--- config.mk ---
export PLATFORM = sky130hd
export DESIGN_NAME = pwm_multi
export DESIGN_NICKNAME = d
export VERILOG_FILES = /design/src/rtl/pwm_multi.sv
export SDC_FILE = /design/constraint.sdc
export NUM_CORES = 1
export LEC_CHECK = 0
export CAP_MARGIN = 20
export CORE_ASPECT_RATIO = 1.4
export CORE_MARGIN = 3
export CORE_UTILIZATION = 50
export CTS_CLUSTER_SIZE = 25
export DETAILED_ROUTE_END_ITERATION = 8
export GPL_ROUTABILITY_DRIVEN = 0
export HOLD_SLACK_MARGIN = 0.02
export MAX_ROUTING_LAYER = met4
export PLACE_DENSITY_LB_ADDON = 0.08
export SYNTH_ARGS = -nofsm -noshare
export SYNTH_HDL_FRONTEND = slang
export SYNTH_SLANG_ARGS = --single-unit
--- constraint.sdc ---
create_clock -name clk -period 8.5 [get_ports clk]
set_input_delay 2.125 -clock clk [delete_from_list [all_inputs] [get_ports clk]]
set_output_delay 2.125 -clock clk [all_outputs]
set_load 0.05 [all_outputs]
--- src/rtl/pwm_multi.sv ---
// Multi-channel PWM generator: one shared period counter (edge- or
// center-aligned) drives CHANNELS compare outputs with double-buffered
// duty registers, per-channel enable/polarity and a period-start strobe.
module pwm_multi #(
  parameter int WIDTH    = 8,
  parameter int CHANNELS = 4,
  parameter int CH_BITS  = 2
) (
  input  logic                clk,
  input  logic                rst,
  input  logic                enable,
  input  logic [WIDTH-1:0]    period,
  input  logic                center_mode,
  input  logic [CHANNELS-1:0] ch_enable,
  input  logic [CHANNELS-1:0] polarity,
  input  logic                wr_en,
  input  logic [CH_BITS-1:0]  wr_chan,
  input  logic [WIDTH-1:0]    wr_duty,
  output logic [CHANNELS-1:0] pwm_out,
  output logic                period_start
);

  logic [WIDTH-1:0]    cnt;
  logic                dir_down;
  logic [WIDTH-1:0]    active_period;
  logic                active_mode;
  logic [WIDTH-1:0]    active_duty [CHANNELS];
  logic [WIDTH-1:0]    shadow_duty [CHANNELS];

  logic                boundary;
  logic [WIDTH-1:0]    eff_period;
  logic                eff_mode;
  logic [WIDTH-1:0]    eff_duty [CHANNELS];
  logic [CHANNELS-1:0] raw;
  logic [WIDTH-1:0]    cnt_next;
  logic                down_next;

  // At a boundary the freshly loaded settings already govern this cycle,
  // so compare and next-count use the incoming values rather than the old ones.
  always_comb begin
    boundary   = enable && (cnt == '0) && !dir_down;
    eff_period = boundary ? period : active_period;
    eff_mode   = boundary ? center_mode : active_mode;
    raw        = '0;
    for (int i = 0; i < CHANNELS; i++) begin
      eff_duty[i] = boundary ? shadow_duty[i] : active_duty[i];
      raw[i]      = ch_enable[i] && (cnt < eff_duty[i]);
    end
    cnt_next  = cnt;
    down_next = dir_down;
    if (eff_period == '0) begin
      cnt_next  = '0;
      down_next = 1'b0;
    end else if (!eff_mode) begin
      cnt_next  = (cnt >= eff_period) ? '0 : cnt + 1'b1;
      down_next = 1'b0;
    end else if (!dir_down) begin
      if (cnt >= eff_period) begin
        cnt_next  = eff_period - 1'b1;
        down_next = (eff_period != WIDTH'(1));
      end else begin
        cnt_next  = cnt + 1'b1;
        down_next = 1'b0;
      end
    end else begin
      cnt_next  = cnt - 1'b1;
      down_next = (cnt != WIDTH'(1));
    end
  end

  // Shadow duty registers written through the write port; out-of-range channels match nothing.
  always_ff @(posedge clk) begin
    if (rst) begin
      for (int i = 0; i < CHANNELS; i++) shadow_duty[i] <= '0;
    end else if (wr_en) begin
      for (int i = 0; i < CHANNELS; i++) begin
        if (wr_chan == CH_BITS'(i)) shadow_duty[i] <= wr_duty;
      end
    end
  end

  // Counter, active settings and registered outputs.
  always_ff @(posedge clk) begin
    if (rst) begin
      cnt           <= '0;
      dir_down      <= 1'b0;
      active_period <= '0;
      active_mode   <= 1'b0;
      for (int i = 0; i < CHANNELS; i++) active_duty[i] <= '0;
      pwm_out       <= '0;
      period_start  <= 1'b0;
    end else if (!enable) begin
      cnt           <= '0;
      dir_down      <= 1'b0;
      active_period <= period;
      active_mode   <= center_mode;
      for (int i = 0; i < CHANNELS; i++) active_duty[i] <= shadow_duty[i];
      pwm_out       <= polarity;
      period_start  <= 1'b0;
    end else begin
      cnt          <= cnt_next;
      dir_down     <= down_next;
      pwm_out      <= raw ^ polarity;
      period_start <= boundary;
      if (boundary) begin
        active_period <= period;
        active_mode   <= center_mode;
        for (int i = 0; i < CHANNELS; i++) active_duty[i] <= shadow_duty[i];
      end
    end
  end

endmodule

# --- Yosys cells after proc, flatten, opt, wreduce, memory -nomap -nowiden ---
# Memories as Yosys holds them, arrays and structs flattened.
# Index checks and enable logic that the tools add are counted.
# W data, S select, Z words.
word_totals:
  reg_bits: 23
  mem_bits_rw: 64
  n_memories: 2
memory_table:
  columns: ["memory", "words", "width", "rd", "rd_clocked_by_memory_dff", "wr", "line_no", "text"]
  rows:
  - ["active_duty", 4, 8, 4, 0, 4, "27", "logic [WIDTH-1:0] active_duty [CHANNELS];"]
  - ["shadow_duty", 4, 8, 4, 0, 4, "28", "logic [WIDTH-1:0] shadow_duty [CHANNELS];"]
classes:
  addsub: 3
  n_lt_le_gt_ge: 5
  n_eq_ne: 5
  muxes: 52
  n_bitwise: 15
  n_reduce_logical: 13
op_table:
  columns: ["cell", "n"]
  rows:
  - ["$mux W8", 22]
  - ["$lt A8 B8 Y1", 4]
  - ["$mux W1", 29]
  - ["$logic_not A8 Y1", 2]
  - ["$ne A8 B1 Y1 const B", 2]
  - ["$sub A8 B1 Y8 const B", 2]
  - ["$or A1 B1 Y1", 12]
  - ["$add A8 B1 Y8 const B", 1]
  - ["$ge A8 B8 Y1", 1]
  - ["$logic_and A1 B1 Y1", 6]
  - ["$eq A2 B2 Y1 const B", 2]
  - ["$mux W4", 1]
  - ["$reduce_or A4 Y1", 1]
  - ["$xor A4 B4 Y4", 1]
  - ["$reduce_or A3 Y1", 1]
  - ["$eq A2 B1 Y1 const B", 1]
  - ["$logic_not A2 Y1", 1]
  - ["$not A1 Y1", 2]
  - ["$reduce_or A2 Y1", 1]
  - ["$logic_not A1 Y1", 1]

# --- Longest topological paths before layout ---
# Gate-level depths: netlist (run 1).
depth:
  depth_word: 8
  mapped_depth: 17
  depth_no_buf: 13

# --- Least setup slack after synthesis (run 1) ---
# Ideal clock, no wire load.
synth_path:
  kind: "input -> register"
  start: "input port enable"
  end: "register cnt[2]"
  setup_ns: 0.095
  t_arrival_ns: 5.188
  t_required_ns: 8.405
  slack_ns: 3.216
  path_stages: 14
  path_buffers: 4
  cell_sequence: "nand3b_1 > or4_4 > buf_6 > clkbuf_1 > buf_1 > mux2i_1 > ha_1 > a21o_1 > a21o_1 > a221o_1 > a21oi_2 > buf_2 > a21oi_1 > a221oi_1"
synth_between:
  elab_chain_len: 7
  elab_cells_between_ends: 13
synth_rtl:
  columns: ["element", "line_no", "text"]
  rows:
  - ["start: declaration", "11", "input logic enable,"]
  - ["$logic_and A1 B1 Y1 (2 in series)", "41", "boundary = enable && (cnt == '0) && !dir_down;"]
  - ["$mux W8", null, null]
  - ["$sub A8 B1 Y8 / $ge A8 B8 Y1 (equally long branches)", "59, 55, 58", null]
  - ["$mux W8", "58", "if (cnt >= eff_period) begin"]
  - ["$mux W8", "57", "end else if (!dir_down) begin"]
  - ["$mux W8", "54", "end else if (!eff_mode) begin"]
  - ["end signal: assignment", "101", "cnt <= cnt_next;"]
  - ["end: declaration", "23", "logic [WIDTH-1:0] cnt;"]
# Parallel ways exist; a longest one is shown, timed or not.
# A chain may end at the register's enable or synchronous reset.

# --- Worst setup path after layout (run 1) ---
layout_path:
  start: "input port enable"
  end: "register cnt[7]"
# Same word-level chain as after synthesis.

==> results of run 1 <==
-- layer usage --
| metal | wire, µm | global-route usage (%) | vias up |
|---|---|---|---|
| met4 | 456 | 10.5 | 0 |
| li1 | - | - | 1783 |
| met3 | 313 | 4.51 | 31 |
| met5 | 0 | - | - |
| met2 | 6040 | 38.0 | 74 |
| met1 | 4700 | 23.0 | 1736 |
-- worst max-delay path: cells and delay by family --
family | cells | cell delay, ns
adder cells (fa/ha/maj) | 1 | 0.31
multiplexers | 1 | 0.20
AND/OR/NAND/NOR | 2 | 1.00
buffers and inverters | 1 | 0.85
AO/OA/AOI/OAI | 6 | 1.66
-- metrics by stage --
| step | instance area (µm²) | worst slack, ns | std cells | total power, mW |
|---|---|---|---|---|
| 5_1_grt | 5960 | 2.29 | 637 | 1.23 |
| 4_1_cts | 5960 | 2.61 | 637 | 1.18 |
| 6_report | 5960 | 2.59 | 637 | 1.17 |
| 3_5_place_dp | 5630 | 2.26 | 621 | 0.746 |
| 2_1_floorplan | 5200 | 3.22 | 471 | 0.678 |
| 3_3_place_gp | 5630 | 2.46 | 621 | 0.739 |
-- kinds of logic after synthesis --
logic type,after synthesis
AND/OR/NAND/NOR,176
flip-flops,87
AO/OA/AOI/OAI,62
multiplexers,52
adder cells (fa/ha/maj),40
buffers and inverters,33
XOR/XNOR,21
-- registers in the layout (all words and copies together), names as in the netlist --
name / flops
dir_down: 1
active_mode: 1
active_duty: 32
period_start: 1
active_period: 8
pwm_out: 4
cnt: 8
shadow_duty: 32
-- placed cells by master (no fill, tap or decap), types with 3 or more instances in the layout --
master	instances
a2111oi_0	4
xor2_1	8
nand3b_1	6
a21oi_1	11
o31ai_1	4
dfxtp_1	23
nand4_1	4
nor2_1	30
clkbuf_16	9
nand2b_1	4
edfxtp_1	64
nor4_1	5
inv_1	11
ha_1	40
nand2_1	14
nor3b_1	3
nor3_1	15
nand3_1	14
o21bai_1	4
a21o_1	14
clkdlybuf4s50_1	35
or3_1	3
a211oi_1	3
xnor2_1	13
mux2i_1	51
o21ai_0	8
and2_1	66
-- cell type report --
class / instances / share of cell area [%]
clock buffers: 9 / 3.78
inverters: 11 / 0.693
clock inverters: 7 / 1.76
multi-input cells: 351 / 44.8
well taps: 135 / 2.84
repair buffers: 37 / 6.13
flip-flops and latches: 87 / 40.0
-- path summary, 6_finish.rpt --
check / from / to / slack [ns] / depth (start not counted)
min reg2reg: shadow_duty[0][2] / active_duty[0][2] / 0.55 / 1
max reg2reg: cnt[3] / cnt[7] / 4.26 / 10
max: enable / cnt[7] / 2.59 / 11
min: shadow_duty[0][2] / active_duty[0][2] / 0.55 / 1
-- report_power, final --
part | internal, mW | switching, mW
clock | 0.262 | 0.177
combinational | 0.0950 | 0.124
sequential | 0.495 | 0.0222
-- synthesized netlist by cell type (all sizes together), types with 2 or more instances --
| cell | number | area (µm²) |
|---|---|---|
| inv | 11 | 41.3 |
| o21ai | 8 | 40.0 |
| or4 | 4 | 37.5 |
| ha | 40 | 500 |
| or3 | 3 | 18.8 |
| a21o | 14 | 105 |
| nand4 | 4 | 25.0 |
| buf | 9 | 62.6 |
| nand2b | 4 | 25.0 |
| nand2 | 14 | 52.6 |
| and3 | 2 | 12.5 |
| nor4 | 6 | 52.6 |
| a311oi | 2 | 17.5 |
| and2 | 66 | 413 |
| o31ai | 4 | 30.0 |
| dfxtp | 23 | 460 |
| nor2 | 31 | 119 |
| nor3 | 15 | 75.1 |
| clkbuf | 13 | 50.0 |
| a2111oi | 4 | 35.0 |
| mux2i | 52 | 533 |
| edfxtp | 64 | 1920 |
| xor2 | 8 | 70.1 |
| a221oi | 3 | 32.5 |
| o21bai | 4 | 30.0 |
| nand3b | 6 | 45.0 |
| a211oi | 3 | 22.5 |
| nand3 | 14 | 70.1 |
| nor3b | 3 | 22.5 |
| xnor2 | 13 | 114 |
| a21oi | 12 | 63.8 |
| a31oi | 2 | 12.5 |
==> impl_metrics.yaml, run 1 <==
run_status:
  status: "finished clean"
synthesis:
  synth_top_family_by_area: "simple AND/OR/NAND/NOR gates"
  synth-seq-cells: 87
  syn_inst: 471
  synth-edff-count: 64
  synth_compound_area_share_pct: 8.58
  ys.flop_type: "edfxtp_1"
  synth_cell_types: 51
  synthSimpleGateAreaFrac_pct: 19.3
  ys_seq_area_share_pct: 45.8
  synth_fa_ha_area_share_pct: 9.62
  syn_area_per_cell_um2: 11.1
  synth_nets: 542
  ys_warn_count: 0
  synthXorXnorAreaFrac_pct: 3.53
  async_flop_share_pct: 0
  syn_area_um2: 5200
  synthMuxAreaShare_pct: 10.2
layout:
  drive_gt1_share_pct: 5.18
  areaGrowthSynthToFinish_pct: 14.4
  fill_cells: 854
  antenna_cells: 0
  nets: 568
  final_core_util_pct: 59.5
  multi_input_area_um2: 2670
  seq_area_um2: 2380
routing:
  drc: 0
  wl_per_cell_um: 18.1
  first_pass_iters: 5
  drtIter0Drc: 137
  vias: 3624
  drt-total-wl_um: 11500
  postRouteAntennaNets: 0
  via_per_inst: 5.69
setup_path:
  crit_type: "primary input to flip-flop"
  crit_path_frequent_cell: "a21o_1"
  critPathSlowestCell: "clkdlybuf4s50_1"
  cp-end-kind: "flip-flop"
  crit_arrival_ns: 6.17
  crit_required_ns: 8.76
  critPathLaunchType: "primary input"
  crit_chain: "clkdlybuf4s50_1 -> nand3b_1 -> or4_4 -> mux2i_1 -> ha_1 -> a21o_1 -> a21o_1 -> a221o_1 -> a21oi_2 -> a21oi_1 -> a221oi_2"
  critPathMaxFanout: 36
  slowest_delay_ns: 0.85
placed_design:
  port_buffers: 35
  place_hpwl_um: 8660
grt:
  grt_use_total_pct: 21.6
  grt_antenna_before_repair: 0
  grt_pass1_wl_um: 18700
  overflow: 0
  grt_max_degree: 37
  grt_pass1_vias: 3768
die:
  io_pins: 36
  die_y_um: 127
  start_util_pct: 52.0
  die_width_um: 92.2
  core_um2: 10000
  rows: 43
  die-area_um2: 11700
clocking:
  htree_levels: 3
  clk_pin_slew_ns: 0.07
  clockBufferDepth: 2
  cts_sinks: 87
  cts_hold_buf: 0
  postCtsSetupRepairBufs: 0
  post_cts_resized: 0
  clock_latency_ns: 0.35
  cts_tree: "done"
  root_buffer: "clkbuf_16"
  cts_buffers: 9
sta:
  slew_viol_final: 0
  rsz0062_at_grt: "no"
  finalCritPeriodShare_pct: 69.6
  period_minus_slack_ns: 5.91
  clock_skew_ns: 0.00954
  whs_ns: 0.555
  relSlewSlack_pct: 41.1
  setup_viol: 0
  hold_viol_final: 0
  max_freq_mhz: 169
  setup_tns_ns: 0
  tightest_slew_ns: 0.883
run:
  drv_cap: 0
power_and_ir_drop:
  cellPowerDensity_nw_per_um2: 197
  peakVddDrop_v: 0.000118
  cellLeakagePower_nw: 2.48
worst_hold_path:
  min_path_type: "flip-flop to flip-flop"
No activity file was read; power rests on OpenSTA's default activity.
==> run 2: changes to the inputs <==
==> constraint.sdc (replaced) <==
create_clock -name clk -period 5.2 [get_ports clk]
set_input_delay 1.3 -clock clk [delete_from_list [all_inputs] [get_ports clk]]
set_output_delay 1.3 -clock clk [all_outputs]
set_load 0.05 [all_outputs]
==> run 2 against run 1 <==
Worst hold slack better by 0.0030 ns. Power up 68%. Utilization up 0.58 points. Clock skew down 0.0044 ns. Final cell count up 0.78%. Count of clock-buffer cells in the layout unchanged. Critical path depth down 1. Sequential power up 63%. Non-clock buffer count up 6. Global-route usage up 1.0 points. Die area unchanged. Sequential share of layout area down 0.38 points. Largest cell class unchanged.
==> impl_metrics.yaml, run 2 (synthesis gave the netlist of run 1 again) <==
layout:
  final_cell_mix: "and2_1, edfxtp_1, mux2i_1, ha_1, clkdlybuf4s50_1"
  top_regs: "active_duty: 32 flops, shadow_duty: 32 flops"
  areaGrowthSynthToFinish_pct: 15.6
  layout_commonest_cell: "and2_1"
  nets: 574
  antenna_cells: 0
  drive_gt1_share_pct: 6.11
die:
  die-area_um2: 11700
  die_width_um: 92.2
  die_y_um: 127
  core_um2: 10000
  start_util_pct: 52.0
  io_pins: 36
  rows: 43
setup_path:
  cp-end-kind: "flip-flop"
  critPathLaunchType: "primary input"
  crit_required_ns: 5.46
  crit_type: "primary input to flip-flop"
  crit_arrival_ns: 4.60
  critPathMaxFanout: 16
  r2r_cells: 9
sta:
  rsz0062_at_grt: "no"
  relSlewSlack_pct: 47.8
  hold_viol_final: 0
  max_freq_mhz: 230
  setup_tns_ns: 0
  setup_viol: 0
  period_minus_slack_ns: 4.35
  whs_ns: 0.558
  finalCritPeriodShare_pct: 83.6
  layout_setup_ws_ns: 0.854
  slew_viol_final: 0
  clock_skew_ns: 0.00516
  tightest_slew_ns: 0.781
routing:
  drc: 0
  first_pass_iters: 7
  drt-total-wl_um: 12300
  wl_per_cell_um: 19.2
  postRouteAntennaNets: 0
  vias: 3725
  drtIter0Drc: 160
  via_per_inst: 5.80
grt:
  grt_pass1_wl_um: 19600
  grt_use_total_pct: 22.6
  grt_max_degree: 33
  grt_pass1_vias: 3814
  grt_antenna_before_repair: 0
  overflow: 0
worst_hold_path:
  min_path_type: "flip-flop to flip-flop"
  hold_path_depth: 1
power_and_ir_drop:
  cellLeakagePower_nw: 2.51
  peakVddDrop_v: 0.000169
  fin_total_pwr_mw: 1.98
  cellPowerDensity_nw_per_um2: 328
placed_design:
  port_buffers: 35
  place_hpwl_um: 9100
  dp_slack_ns: 0.562
clocking:
  clockBufferDepth: 2
  clk_pin_slew_ns: 0.07
  postCtsSetupRepairBufs: 0
  cts_hold_buf: 0
  root_buffer: "clkbuf_16"
  clock_latency_ns: 0.34
  htree_levels: 3
  cts_buffers: 9
  cts_tree: "done"
  post_cts_resized: 0
  cts_sinks: 87
run:
  drv_cap: 0
run_status:
  status: "finished clean"
==> run 2: cell types whose count changed in the layout (fill, tap and decap cells not counted) <==
| cell | delta |
|---|---|
| buf_4 | +6 |
| clkinv_4 | -2 |
| bufinv_16 | +1 |
| clkinv_2 | -1 |
| clkinvlp_4 | +1 |
| inv_6 | +1 |
| inv_8 | -1 |
==> run 2: final timing paths <==
kind	startpoint	endpoint	slack, ns
setup / recovery	enable	cnt[7]	0.85
hold / removal	shadow_duty[3][3]	active_duty[3][3]	0.56
setup reg to reg	cnt[3]	cnt[7]	1.24
hold reg to reg	shadow_duty[3][3]	active_duty[3][3]	0.56
==> run 2: through the flow <==
step	area, µm²	cells	utilization, %
after floorplan	5200	471	-
after global placement	5670	627	56.7
after detailed placement	5670	627	56.7
after CTS	6010	642	60.1
after global routing	6010	642	60.1
final	6010	642	60.1
==> run 2: where the power goes <==
group	switching [mW]	internal, mW	total, mW
Clock	0.285	0.472	0.758
Combinational	0.212	0.161	0.373
Sequential	0.0367	0.808	0.845
Total	0.534	1.44	1.98
==> run 2: cell type report <==
| cell class | count | area (µm²) |
|---|---|---|
| Clock buffer | 9 | 225 |
| Clock inverter | 6 | 118 |
| Fill cell | 909 | 3990 |
| Inverter | 11 | 41.3 |
| Multi-Input combinational cell | 351 | 2670 |
| Sequential cell | 87 | 2380 |
| Tap cell | 135 | 169 |
| Timing Repair Buffer | 43 | 410 |
==> run 2: routing by layer <==
layer / part of all wire [%] / track usage, % / vias to the layer above
met4: 3.2 / 9.45 / 0
met1: 40 / 25.5 / 1799
li1: - / - / 1794
met2: 52 / 39.6 / 106
met5: 0 / - / -
met3: 4.6 / 3.86 / 26
==> run 2: worst max-delay path, cell delays in order <==
cell	delay (ns)
clkdlybuf4s50_1	0.48
nand3b_1	0.15
nor4_4	0.26
mux2i_1	0.58
ha_1	0.36
and4_1	0.20
a221o_1	0.31
a21oi_2	0.51
a21oi_1	0.17
a221oi_2	0.28
